<file path="src/rtl/banco_registradores_v2.sv">
// Parametrised register file: power-up init sequencer, three write-bypassed registered
// read ports (D1, D2, SWR) and an optional hardwired-zero register 0.
module banco_registradores_v2 #(
    parameter int                ADDR_W    = 5,
    parameter int                DATA_W    = 32,
    parameter int                ZERO_REG  = 0,
    parameter int                LINK_REG  = 30,
    parameter int                SP_IDX    = 28,
    parameter logic [DATA_W-1:0] SP_INIT   = DATA_W'(48),
    parameter int                GP_IDX    = 29,
    parameter logic [DATA_W-1:0] GP_INIT   = DATA_W'(49),
    parameter int                TRUE_IDX  = 31,
    parameter logic [DATA_W-1:0] TRUE_INIT = DATA_W'(1)
) (
    input  logic              clock,
    input  logic              reset_n,
    input  logic              write_en,
    input  logic [ADDR_W-1:0] write_reg,
    input  logic [DATA_W-1:0] data,
    input  logic [ADDR_W-1:0] read1,
    input  logic [ADDR_W-1:0] read2,
    input  logic              ctrl_d2,
    input  logic              ctrl_jal,
    input  logic              read_en,
    output logic [DATA_W-1:0] D1,
    output logic [DATA_W-1:0] D2,
    output logic [DATA_W-1:0] SWR,
    output logic              ready
);

    localparam int                DEPTH     = 1 << ADDR_W;
    localparam int                CNT_W     = ADDR_W + 1;
    localparam logic [CNT_W-1:0]  CNT_LAST  = CNT_W'(DEPTH - 1);
    localparam logic [ADDR_W-1:0] LINK_ADDR = ADDR_W'(LINK_REG);
    localparam logic [ADDR_W-1:0] SP_ADDR   = ADDR_W'(SP_IDX);
    localparam logic [ADDR_W-1:0] GP_ADDR   = ADDR_W'(GP_IDX);
    localparam logic [ADDR_W-1:0] TRUE_ADDR = ADDR_W'(TRUE_IDX);
    localparam bit                HAS_ZERO  = (ZERO_REG != 0);

    // state | meaning
    // INIT  | sequencer loads reg[cnt] with its reset value; commands ignored, outputs 0
    // RUN   | ready=1; writes and reads accepted
    typedef enum logic {
        ST_INIT = 1'b0,
        ST_RUN  = 1'b1
    } state_t;

    state_t            state;
    logic [CNT_W-1:0]  cnt;
    logic [DATA_W-1:0] regs [DEPTH];

    logic [ADDR_W-1:0] init_addr;
    logic [ADDR_W-1:0] d1_addr;
    logic [ADDR_W-1:0] d2_addr;
    logic              wr_blocked;
    logic              wr_accept;
    logic [DATA_W-1:0] d1_next;
    logic [DATA_W-1:0] d2_next;
    logic [DATA_W-1:0] swr_next;

    function automatic logic [DATA_W-1:0] init_value(input logic [ADDR_W-1:0] idx);
        if (idx == SP_ADDR)   return SP_INIT;
        if (idx == GP_ADDR)   return GP_INIT;
        if (idx == TRUE_ADDR) return TRUE_INIT;
        return '0;
    endfunction

    // Hardwired zero wins over bypass; otherwise a same-edge write overrides storage.
    function automatic logic [DATA_W-1:0] read_value(
        input logic [ADDR_W-1:0] addr,
        input logic [DATA_W-1:0] stored,
        input logic              accept,
        input logic [ADDR_W-1:0] waddr,
        input logic [DATA_W-1:0] wdata
    );
        if (HAS_ZERO && (addr == '0)) return '0;
        if (accept && (addr == waddr)) return wdata;
        return stored;
    endfunction

    assign init_addr = cnt[ADDR_W-1:0];

    always_comb begin
        d1_addr    = ctrl_jal ? LINK_ADDR : read1;
        d2_addr    = ctrl_d2 ? read2 : write_reg;
        wr_blocked = HAS_ZERO && (write_reg == '0);
        wr_accept  = (state == ST_RUN) && write_en && !wr_blocked;
        d1_next    = read_value(d1_addr, regs[d1_addr], wr_accept, write_reg, data);
        d2_next    = read_value(d2_addr, regs[d2_addr], wr_accept, write_reg, data);
        swr_next   = read_value(write_reg, regs[write_reg], wr_accept, write_reg, data);
    end

    always_ff @(posedge clock) begin
        if (state == ST_INIT) begin
            regs[init_addr] <= init_value(init_addr);
        end else if (wr_accept) begin
            regs[write_reg] <= data;
        end
    end

    always_ff @(posedge clock or negedge reset_n) begin
        if (!reset_n) begin
            state <= ST_INIT;
            cnt   <= '0;
            ready <= 1'b0;
            D1    <= '0;
            D2    <= '0;
            SWR   <= '0;
        end else begin
            case (state)
                ST_INIT: begin
                    cnt <= cnt + 1'b1;
                    if (cnt == CNT_LAST) begin
                        state <= ST_RUN;
                        ready <= 1'b1;
                    end
                end
                ST_RUN: begin
                    if (read_en) begin
                        D1  <= d1_next;
                        D2  <= d2_next;
                        SWR <= swr_next;
                    end
                end
                default: state <= ST_INIT;
            endcase
        end
    end

endmodule

</file>
<file path="config.mk">
export PLATFORM = sky130hd
export DESIGN_NAME = banco_registradores_v2
export DESIGN_NICKNAME = d
export VERILOG_FILES = /design/src/rtl/banco_registradores_v2.sv
export SDC_FILE = /design/constraint.sdc
export NUM_CORES = 2
export LEC_CHECK = 0
export CORE_MARGIN = 4
export CORE_UTILIZATION = 30
export CTS_BUF_LIST = sky130_fd_sc_hd__clkbuf_8
export CTS_CLUSTER_SIZE = 14
export DETAILED_ROUTE_END_ITERATION = 8
export HOLD_SLACK_MARGIN = 0.15
export SYNTH_ARGS = -nofsm -noshare
export SYNTH_HDL_FRONTEND = slang
export SYNTH_SLANG_ARGS = --single-unit
</file>
<file path="constraint.sdc">
create_clock -name clock -period 4.56 [get_ports clock]
set_clock_uncertainty 0.1 [all_clocks]
set_input_delay 1.14 -clock clock [delete_from_list [all_inputs] [get_ports clock]]
set_output_delay 1.14 -clock clock [all_outputs]
set_load 0.1 [all_outputs]
</file>
==> flow_summary.toml <==
[run_status]
status = "complete, no violations"

[routing]
drt_iter0_markers = 8994
drt_wl_total_um = 267600
drc_errors = 0
vias = 48010
wl_per_cell_um = 36.02
drt_first_pass_iters = 6
routed_via_density = 6.461
antenna_left = 0

[clock_tree]
tritoncts = "built"
ctsResizeCount = 0
htree_levels = 4
clockBufferDepth = 3
clock_sinks = 1128
cts_made_buffers = 175
clk_pin_slew_worst_paths_ps = 60
clock-root-buffer = "clkbuf_8"
insertion_delay_ps = 950

[logic_synthesis]
yosysWarningCount = 0
syn_inst = 4328
synth_ff_type = "edfxtp_1"
yosysTopAreaCell = "edfxtp_1"
synth_common_cells = "edfxtp_1, mux4_2, nand2_1"
ys_seq_elements = 1128
async_flop_share_pct = 9.220
synth_area_um2 = 61570
syn_nets = 4385
avgSynthCellArea_um2 = 14.23
synth_edf_count = 1024
ys_seq_area_share_pct = 54.17
synth_most_common_cell = "edfxtp_1"
yosys.area.top_type_share_pct = 49.94
synth_area_leaders = "edfxtp_1, mux4_2, dfrtp_1, nand2_1, mux2i_1"
synth.distinct_cells = 79

[sta]
layout_min_cycle_time_ps = 4115
hold_viol = 0
fin_setup_tns_ps = 0
fin_crit_sh_pct = 90.24
setup_viol = 0
relSlewSlack_pct = 21.44
clock.fmax_mhz = 243.0
worst_pin_slew_ps = 1176
final_max_slew_viol_count = 0
grt_setup_unrepaired = "false"

[critical_path]
crit_arrival_ps = 2870
critPathLaunchType = "flip-flop"
crit-reg2reg-launch = "state"
worstPathRequired_ps = 3320
startpoint = "SWR[1]"
crit_family = "buffers and inverters"
critPathBufInv = 1
crit_slowest_cell = "clkdlybuf4s50_1"
worstSetupEndpointType = "primary output"
worstPathMaxFanout = 2
cp_cell_sequence = "clkdlybuf4s50_1"
critical_path_class = "flip-flop to primary output"
slowest_delay_ps = 1240

[floorplanning]
core-area_um2 = 204400
ios = 150
die_x_um = 461.0
die_y_um = 461.0
rows = 166
die_area_um2 = 212500
start_util_pct = 30.13

[power]
peakVddDrop_uv = 265.4
p_leak_nw = 24.68
power-per-cell-area_nw_per_um2 = 350.6

[global_routing]
grt_pass1_wl_um = 368800
met2_usage_pct = 35.87
grt-busiest-layer = "met2"
grt_max_degree = 92
met3_usage_pct = 7.916
gr-usage-met1_pct = 30.97
grtUsageTotal_pct = 24.58
grt_pass1_vias = 46060
antenna_found_initial = 13
grt_overflow_total = 0

[placement]
hpwlAfterDp_um = 164500
gp_congestion = 0.9340
place_inst = 7091
portBuffers = 149

[layout]
fin_nets = 4638
syn2layout_area_growth_pct = 16.65
drive_gt1_share_pct = 27.31
final_cells = 7430

[hold_path]
hold_path.class = "flip-flop to flip-flop"
hp-start = "cnt[5]"

[run]
cap_violations = 0
## kinds of logic after synthesis
group	share of synthesized area (%)
DFF	54.17
adders and majority gates	0.08129
buffers and inverters	3.064
and+or+nand+nor	7.119
xor gates and xnor gates	0.2134
muxes	25.03
AOI/OAI and AO/OA	10.32
## metal layers
layer  up-vias  wire [um]
li1      18250          -
met1     24170      92300
met5         -         45
met2      4619     115100
met4         6      22210
met3       964      37960
## through the flow
stage               cell area [um2]  hold WS (ps)  power [mW]  setup WS [ps]  utilization [%]
floorplan                     61600         342.3       14.48         -642.1                -
global placement              68140         359.1       16.25          40.78            33.34
detailed placement            68140         369.7       16.26          57.28            33.34
CTS                           71800         377.6       25.14          369.9            35.13
global route                  71810         409.4       25.81          251.4            35.13
finish                        71820         379.5       25.18          445.0            35.14
## sequential cells by signal (all words and copies together), names as in the netlist
register,flops
regs,1024
D1,32
D2,32
cnt,6
ready,1
SWR,32
state,1
## cells in the final DEF, fill, tap and decap left out, types with 10 or more instances in the layout
cell type / Yosys / routed
edfxtp_1: 1024 / 1024
mux4_2: 568 / 568
nand2_1: 531 / 529
buf_4: 14 / 272
a21oi_1: 226 / 225
clkbuf_8: 0 / 205
o21ai_0: 162 / 161
mux2i_1: 155 / 154
nand3_1: 151 / 151
clkdlybuf4s50_1: 0 / 137
nor2_1: 140 / 108
a22oi_1: 106 / 106
dfrtp_1: 104 / 103
a31oi_1: 85 / 84
inv_1: 16 / 77
o22ai_1: 65 / 65
mux2_2: 62 / 61
buf_12: 3 / 53
o221ai_1: 43 / 43
and3_1: 38 / 38
a211oi_1: 38 / 38
nor2b_1: 36 / 35
a311oi_1: 35 / 35
nor2_4: 0 / 33
o211ai_1: 33 / 33
a211o_1: 30 / 30
a21boi_0: 24 / 24
clkinv_2: 0 / 24
and2_1: 21 / 20
nand2b_1: 22 / 20
nor3_1: 27 / 19
clkinv_1: 1 / 15
a32oi_1: 14 / 14
xnor2_1: 13 / 13
nand4_1: 13 / 13
o21ai_1: 13 / 12
mux4_1: 11 / 11
a221oi_1: 11 / 11
a22o_1: 10 / 10
bufinv_16: 0 / 10
## layout make-up
class                           instances  area (um2)
Antenna cell                            8       20.02
Clock buffer                          205        2821
Clock inverter                        125       825.8
Fill cell                           19500      132600
Inverter                               18       67.56
Multi-Input combinational cell       2787       26800
Sequential cell                      1128       33350
Tap cell                             2688        3363
Timing Repair Buffer                  471        4571
## power breakdown
part / internal, mW / leakage, nW / switching (mW)
sequential: 11.4 / 11.6 / 0.262
combinational: 1.36 / 11.0 / 3.11
clock: 4.68 / 2.09 / 4.34
## worst paths after layout
check                         end  slack, ps  cells past startpoint
setup / recovery           SWR[1]        450                      1
hold / removal             cnt[5]        380                      1
setup reg to reg            D2[8]        920                      8
hold reg to reg            cnt[5]        380                      1
max in group asynchronous  D1[20]       2610                      3
min in group asynchronous  cnt[3]        780                      2
## timing repair
action / in CTS / in global routing
hold buffers: 1 / 0
setup buffers: 0 / 0
endpoints found under the hold margin: 8 / 0
Power figures use the tool's default switching activity.
